===== config.mk =====
export PLATFORM = sky130hd
export DESIGN_NAME = uart_prog_ctrl
export DESIGN_NICKNAME = d
export VERILOG_FILES = /design/src/rtl/uart_prog_pkg.sv /design/src/rtl/uart_byte_capture.sv /design/src/rtl/uart_prog_ctrl.sv
export SDC_FILE = /design/constraint.sdc
export NUM_CORES = 1
export LEC_CHECK = 0
export BUFFER_PORTS_ARGS = -buffer_cell sky130_fd_sc_hd__clkbuf_2
export CORE_MARGIN = 3
export CORE_UTILIZATION = 40
export DETAILED_ROUTE_END_ITERATION = 8
export GPL_ROUTABILITY_DRIVEN = 0
export GPL_TIMING_DRIVEN = 0
export SYNTH_ARGS = -nofsm -noshare
export SYNTH_HDL_FRONTEND = slang
export SYNTH_SLANG_ARGS = --single-unit
export TNS_END_PERCENT = 20

===== constraint.sdc =====
create_clock -name clk -period 2.4 [get_ports clk]
set_input_delay 0.24 -clock clk [delete_from_list [all_inputs] [get_ports clk]]
set_output_delay 0.24 -clock clk [all_outputs]
set_load 0.02 [all_outputs]

===== src/rtl/uart_prog_pkg.sv =====
// Shared types and frame constants for the UART cartridge loader.
package uart_prog_pkg;

  typedef enum logic [2:0] {
    IDLE,
    CMD,
    ADDR_H,
    ADDR_L,
    LEN,
    DATA,
    WRITE,
    CKSUM
  } state_e;

  localparam logic [7:0] SYNC_BYTE = 8'hA5;
  localparam logic [7:0] CMD_PRG   = 8'h01;
  localparam logic [7:0] CMD_CHR   = 8'h02;
  localparam logic [7:0] CMD_RUN   = 8'h03;
  localparam logic [7:0] CMD_HALT  = 8'h04;

endpackage


===== src/rtl/uart_byte_capture.sv =====
// Edge-detects uart_rx byte-valid, holds one byte with a pending flag and flags overrun.
module uart_byte_capture (
  input  logic       clk,
  input  logic       rst_n,
  input  logic       valid_i,
  input  logic [7:0] data_i,
  input  logic       consume_i,
  input  logic       err_clr_i,
  output logic [7:0] byte_o,
  output logic       pend_o,
  output logic       err_overrun_o
);

  logic       valid_q;
  logic [7:0] hold_q, hold_d;
  logic       pend_q, pend_d;
  logic       ovr_q, ovr_d;
  logic       rise;

  assign rise = valid_i & ~valid_q;

  always_comb begin
    hold_d = hold_q;
    pend_d = pend_q & ~consume_i;
    ovr_d  = ovr_q & ~err_clr_i;
    if (rise) begin
      // The slot counts as free if the FSM is draining it this same cycle.
      if (pend_q && !consume_i) begin
        ovr_d = 1'b1;
      end else begin
        hold_d = data_i;
        pend_d = 1'b1;
      end
    end
  end

  always_ff @(posedge clk or negedge rst_n) begin
    if (!rst_n) begin
      valid_q <= 1'b0;
      hold_q  <= '0;
      pend_q  <= 1'b0;
      ovr_q   <= 1'b0;
    end else begin
      valid_q <= valid_i;
      hold_q  <= hold_d;
      pend_q  <= pend_d;
      ovr_q   <= ovr_d;
    end
  end

  assign byte_o        = hold_q;
  assign pend_o        = pend_q;
  assign err_overrun_o = ovr_q;

endmodule


===== src/rtl/uart_prog_ctrl.sv =====
// Frame sequencer turning UART bytes into PRG/CHR memory writes and console hold control.
// Optional frame checksum enabled by defining UART_PROG_CKSUM_EN.
module uart_prog_ctrl
  import uart_prog_pkg::*;
#(
  parameter int unsigned TIMEOUT_CLKS = 65535,
  parameter int unsigned ADDR_W       = 16
) (
  input  logic              clk,
  input  logic              rst_n,
  input  logic              uart_valid,
  input  logic [7:0]        uart_DI,
  output logic              mem_we,
  output logic              mem_sel,
  output logic [ADDR_W-1:0] mem_addr,
  output logic [7:0]        mem_data,
  input  logic              mem_ready,
  output logic              cpu_hold,
  output logic              busy,
  output logic              err_overrun,
  output logic              err_timeout,
  output logic              err_cksum
);

  localparam int unsigned TW = $clog2(TIMEOUT_CLKS + 1);

  state_e            state_q, state_d;
  logic [ADDR_W-1:0] addr_q, addr_d;
  logic [8:0]        rem_q, rem_d;
  logic [7:0]        data_q, data_d;
  logic              sel_q, sel_d;
  logic              hold_q, hold_d;
  logic              etmo_q, etmo_d;
  logic [TW-1:0]     tmo_q, tmo_d;
  logic              consume, err_clr, pend;
  logic [7:0]        rx_byte;
`ifdef UART_PROG_CKSUM_EN
  logic [7:0]        sum_q, sum_d;
  logic [7:0]        cmd_q, cmd_d;
  logic              eck_q, eck_d;
`endif

  uart_byte_capture u_cap (
    .clk          (clk),
    .rst_n        (rst_n),
    .valid_i      (uart_valid),
    .data_i       (uart_DI),
    .consume_i    (consume),
    .err_clr_i    (err_clr),
    .byte_o       (rx_byte),
    .pend_o       (pend),
    .err_overrun_o(err_overrun)
  );

  always_comb begin
    state_d = state_q;
    addr_d  = addr_q;
    rem_d   = rem_q;
    data_d  = data_q;
    sel_d   = sel_q;
    hold_d  = hold_q;
    etmo_d  = etmo_q;
    tmo_d   = tmo_q;
    consume = 1'b0;
    err_clr = 1'b0;
`ifdef UART_PROG_CKSUM_EN
    sum_d   = sum_q;
    cmd_d   = cmd_q;
    eck_d   = eck_q;
    if (pend && state_q != IDLE && state_q != WRITE) sum_d = sum_q + rx_byte;
`endif
    case (state_q)
      IDLE: if (pend) begin
        consume = 1'b1;
        if (rx_byte == SYNC_BYTE) begin
          state_d = CMD;
          err_clr = 1'b1;
          etmo_d  = 1'b0;
`ifdef UART_PROG_CKSUM_EN
          eck_d   = 1'b0;
          sum_d   = '0;
`endif
        end
      end
      CMD: if (pend) begin
        consume = 1'b1;
`ifdef UART_PROG_CKSUM_EN
        cmd_d   = rx_byte;
`endif
        case (rx_byte)
          CMD_PRG, CMD_CHR: begin
            sel_d   = (rx_byte == CMD_CHR);
            state_d = ADDR_H;
          end
`ifdef UART_PROG_CKSUM_EN
          CMD_RUN, CMD_HALT: state_d = CKSUM;
`else
          CMD_RUN, CMD_HALT: begin
            hold_d  = (rx_byte == CMD_HALT);
            state_d = IDLE;
          end
`endif
          default: state_d = IDLE;
        endcase
      end
      ADDR_H: if (pend) begin
        consume = 1'b1;
        addr_d  = ADDR_W'({rx_byte, 8'h00});
        state_d = ADDR_L;
      end
      ADDR_L: if (pend) begin
        consume = 1'b1;
        addr_d  = addr_q | ADDR_W'(rx_byte);
        state_d = LEN;
      end
      LEN: if (pend) begin
        consume = 1'b1;
        rem_d   = (rx_byte == 8'h00) ? 9'd256 : {1'b0, rx_byte};
        state_d = DATA;
      end
      DATA: if (pend) begin
        consume = 1'b1;
        data_d  = rx_byte;
        state_d = WRITE;
      end
      WRITE: if (mem_ready) begin
        addr_d = addr_q + ADDR_W'(1);
        rem_d  = rem_q - 9'd1;
        if (rem_q == 9'd1) begin
`ifdef UART_PROG_CKSUM_EN
          state_d = CKSUM;
`else
          state_d = IDLE;
`endif
        end else begin
          state_d = DATA;
        end
      end
`ifdef UART_PROG_CKSUM_EN
      CKSUM: if (pend) begin
        consume = 1'b1;
        state_d = IDLE;
        if (sum_d == 8'h00) begin
          if (cmd_q == CMD_RUN)  hold_d = 1'b0;
          if (cmd_q == CMD_HALT) hold_d = 1'b1;
        end else begin
          eck_d = 1'b1;
        end
      end
`endif
      default: state_d = IDLE;
    endcase

    // Inter-byte timer: frozen while a write is stalled, reset by every consumed byte.
    if (state_q == IDLE || consume) begin
      tmo_d = '0;
    end else if (state_q != WRITE) begin
      if (tmo_q == TW'(TIMEOUT_CLKS)) begin
        tmo_d   = '0;
        state_d = IDLE;
        etmo_d  = 1'b1;
      end else begin
        tmo_d = tmo_q + TW'(1);
      end
    end
  end

  always_ff @(posedge clk or negedge rst_n) begin
    if (!rst_n) begin
      state_q <= IDLE;
      addr_q  <= '0;
      rem_q   <= '0;
      data_q  <= '0;
      sel_q   <= 1'b0;
      hold_q  <= 1'b1;
      etmo_q  <= 1'b0;
      tmo_q   <= '0;
    end else begin
      state_q <= state_d;
      addr_q  <= addr_d;
      rem_q   <= rem_d;
      data_q  <= data_d;
      sel_q   <= sel_d;
      hold_q  <= hold_d;
      etmo_q  <= etmo_d;
      tmo_q   <= tmo_d;
    end
  end

`ifdef UART_PROG_CKSUM_EN
  always_ff @(posedge clk or negedge rst_n) begin
    if (!rst_n) begin
      sum_q <= '0;
      cmd_q <= '0;
      eck_q <= 1'b0;
    end else begin
      sum_q <= sum_d;
      cmd_q <= cmd_d;
      eck_q <= eck_d;
    end
  end
  assign err_cksum = eck_q;
`else
  assign err_cksum = 1'b0;
`endif

  assign mem_we      = (state_q == WRITE);
  assign mem_sel     = sel_q;
  assign mem_addr    = addr_q;
  assign mem_data    = data_q;
  assign cpu_hold    = hold_q;
  assign busy        = (state_q != IDLE);
  assign err_timeout = etmo_q;

endmodule


==> impl_results.md <==
* Die footprint at 10100 sq um
* EDFF count, synth at 0
* Leak pwr at 1.80 nW
* CP startpoint: state_q[1]
* Arr. time, crit path at 2.01 ns
* Root cell of the clock tree: clkbuf_8
* Finished Core Util at 49.6%
* Pre-antenna DRT Iters at 6
* Cells after DPL at 548
* Deepest clock path buffer count at 2
* Via Count at 3230
* CP peak stage delay at 0.34 ns
* Pwr Total at 4.32 mW
* Die Span X at 101 um
* Row cnt at 33
* # IOs at 43
* RSZ-0062 raised after global routing: true
* Max VDD drop at 0.520 mV
* Clock Skew at 0.0107 ns
* Worst-margin pin slew at 0.705 ns
* Reg clk slew, reported paths at 0.08 ns
* Post-CTS Setup Inserts at 0
* Initial DRC Count at 247
* Switch share at 39.3%
* Post-synthesis sequential area ratio at 46.1%
* Synth cell types at 51
* CP Depth at 5
* Clock network fraction of total power at 25.6%
* Mapped Area at 3590 sq um
* Port bufs at 41
* Overall routing resource usage at 19.9%
* Via density at 5.72
* FF+latch count, synth at 66
* Power share of the combinational group at 35.7%
* Int Power at 2.62 mW
* Initial antenna violation count at 0
* First-pass GRT wire length at 16000 um
* Hold WS at 0.0173 ns
* Worst setup path endpoint: mem_we
* Status: finished clean
* Htree depth at 3
* Setup-failing EPs final at 0
* Non-Filler Instances at 565
* Maximum number of pins on one net before global-route repair at 35
* Final hold vios at 0
* Net Sw Power at 1.69 mW
* Crit-path leading delay family: buffers and inverters
* Origin of the critical flop-to-flop path: state_q[1]
* Worst EP required at 2.16 ns
* Layout cell share with drive strength beyond 1 at 18.5%
* Post-route DRC violation count at 0
* Wire per inst at 16.7 um
* Number of global-route vias before repair at 3142
* Tightest Hold Check Type: input pin to flip-flop
* Maximum fanout along the worst path at 10
* Nets at 471
* Sequential share of power at 38.6%
* Max Transition Viols Final at 0
* Reg2Reg Setup Slack at 0.23 ns
* Layout area overhead at 17.0%
* Element type at the critical path start: flip-flop
* Max frequency at 0.444 GHz
* Slew HR at 52.7%
* Average size of a mapped cell at 8.95 sq um
* Antenna fix cells at 0
* Critical Path End Type: primary output
* CTS Sinks at 66
* Critical path class: flip-flop to primary output
* CP Cell Sequence: clkbuf_1, nand3b_1, inv_2, buf_2, clkbuf_2
* Die height at 101 um
* Total grt overflow at 0
* Mapped Cells at 401
* Worst R2R Path Depth at 7
* Main flop type after synthesis: dfrtp_1
* Pwr dens at 1030 nW/um^2
* Core footprint at 8460 sq um
* DRT antenna net count at 0
* Drt total wl at 9430 um
* TritonCTS Buffers at 9
* Async SR Flop Fraction at 100%
* Initial Util at 42.4%
* Syn nets at 417
* Final worst path period need at 2.25 ns
* Reg2reg end: tmo_q[11]
* Yosys warnings at 0
* Buf+Inv Stages, Crit Path at 4
* Final period util at 93.9%
* Max cap viols at 0
* CTS tree: built
* Slowest cell on the critical path: dfrtp_1
* HPWL Detailed at 6520 um
* Clock latency on the worst-skew pair at 0.34 ns
## placed cells by master (no fill, tap or decap), drive strengths merged, types with 2 or more instances in the layout
cell type / instances
nand4: 11
nand3: 19
o22a: 4
nand2: 38
nand2b: 6
and2: 2
nand3b: 3
o21a: 3
xnor2: 3
dfrtp: 65
a21oi: 30
inv: 11
a21o: 2
buf: 6
xor2: 9
ha: 4
a32oi: 5
nor4: 7
and4: 4
nor3: 10
o22ai: 3
clkbuf: 71
nor2: 39
a2bb2oi: 3
nor2b: 3
or3: 9
o21ai: 40
mux2: 17
a31oi: 6
a22oi: 6
bufinv: 2
or4: 2
## worst min-delay path by stage
stage                     from             to  slack, ns  cells past startpoint
floorplan                rst_n    err_timeout      -0.06                      0
global placement    uart_valid  u_cap.valid_q       0.37                      1
detailed placement       rst_n  u_cap.valid_q       0.25                      1
CTS                 uart_valid  u_cap.valid_q      0.009                      1
global route        uart_valid  u_cap.valid_q      0.007                      1
finish              uart_valid  u_cap.valid_q       0.02                      1
## cell type report
class / instances / area (sq um)
Multi-Input combinational cell: 301 / 1800
Fill cell: 807 / 4270
Clock inverter: 4 / 72.6
Clock buffer: 12 / 165
Buffer: 23 / 100
Timing Repair Buffer: 43 / 238
Tap cell: 105 / 131
Inverter: 11 / 41.3
Sequential cell: 66 / 1650
## flip-flops by register name, indices dropped and copies added, names as in the netlist
signal,flops
mem_sel,1
state_q,3
u_cap.valid_q,1
cpu_hold,1
rem_q,9
err_timeout,1
u_cap.pend_o,1
mem_data,8
u_cap.byte_o,8
u_cap.err_overrun_o,1
mem_addr,16
tmo_q,16
## power by group through the flow
stage	Combinational [mW]	Sequential (mW)	Clock, mW
2_1_floorplan	0.908	1.79	0
3_3_place_gp	1.51	1.67	0
3_5_place_dp	1.54	1.68	0
4_1_cts	1.54	1.66	1.13
5_1_grt	1.72	1.72	1.17
6_report	1.54	1.67	1.11
## what timing repair did
item	CTS	global route
resized for setup	1	1
hold buffers	1	0
hold endpoints to repair	33	0
endpoints found under the setup margin	1	7
## metal layers
layer	routed length [um]	vias to the layer above	part of all wire [%]	global-route usage, %
li1	-	1564	-	-
met5	0	-	0	0
met1	4630	1539	49	29.5
met4	170	0	1.8	6.32
met2	4030	112	43	28.9
met3	596	15	6.3	4.22
## synthesized netlist by cell type, types with 4 or more instances
cell / n / area [sq um]
nor4_1: 7 / 43.8
xor2_1: 9 / 78.8
o21ai_0: 37 / 185
nor2_1: 39 / 146
nor3_1: 10 / 50.1
ha_1: 4 / 50.1
a32oi_1: 5 / 43.8
buf_1: 4 / 15.0
o22a_1: 4 / 35.0
and4_1: 4 / 35.0
nand2_1: 38 / 143
dfrtp_1: 65 / 1630
clkbuf_1: 17 / 63.8
nand4_1: 11 / 68.8
or3_1: 8 / 50.1
nand2b_1: 6 / 37.5
mux2_2: 17 / 191
a31oi_1: 6 / 37.5
nand3_1: 19 / 95.1
a22oi_1: 6 / 45.0
inv_1: 10 / 37.5
a21oi_1: 29 / 145
## stage by stage
step	TNS, ns	worst slack [ns]	instance area (sq um)
final	0	0.147	4200
after global routing	-0.0502	-0.0437	4200
after CTS	0	0.124	4200
after detailed placement	0	0.158	3950
after global placement	0	0.233	3930
after floorplan	0	0.487	3590
## cells by family (layout without fill, tap and decap cells)
logic type      Yosys count  after routing  share of synthesized area [%]
compound gates          109            109                           18.3
xor+xnor                 12             12                           2.93
fa+ha+maj                 4              4                           1.39
buf+inv                  34             93                           3.87
flops                    66             66                           46.1
mux                      17             17                           5.33
other cells               1              1                          0.105
simple gates            158            158                           22.0
## worst register-to-register path, delay by kind of cell (launching register included)
family,cells,cell delay [ns]
simple gates,5,1.39
flops,1,0.37
buf+inv,2,0.35
No activity file was read; power rests on OpenSTA's default activity.
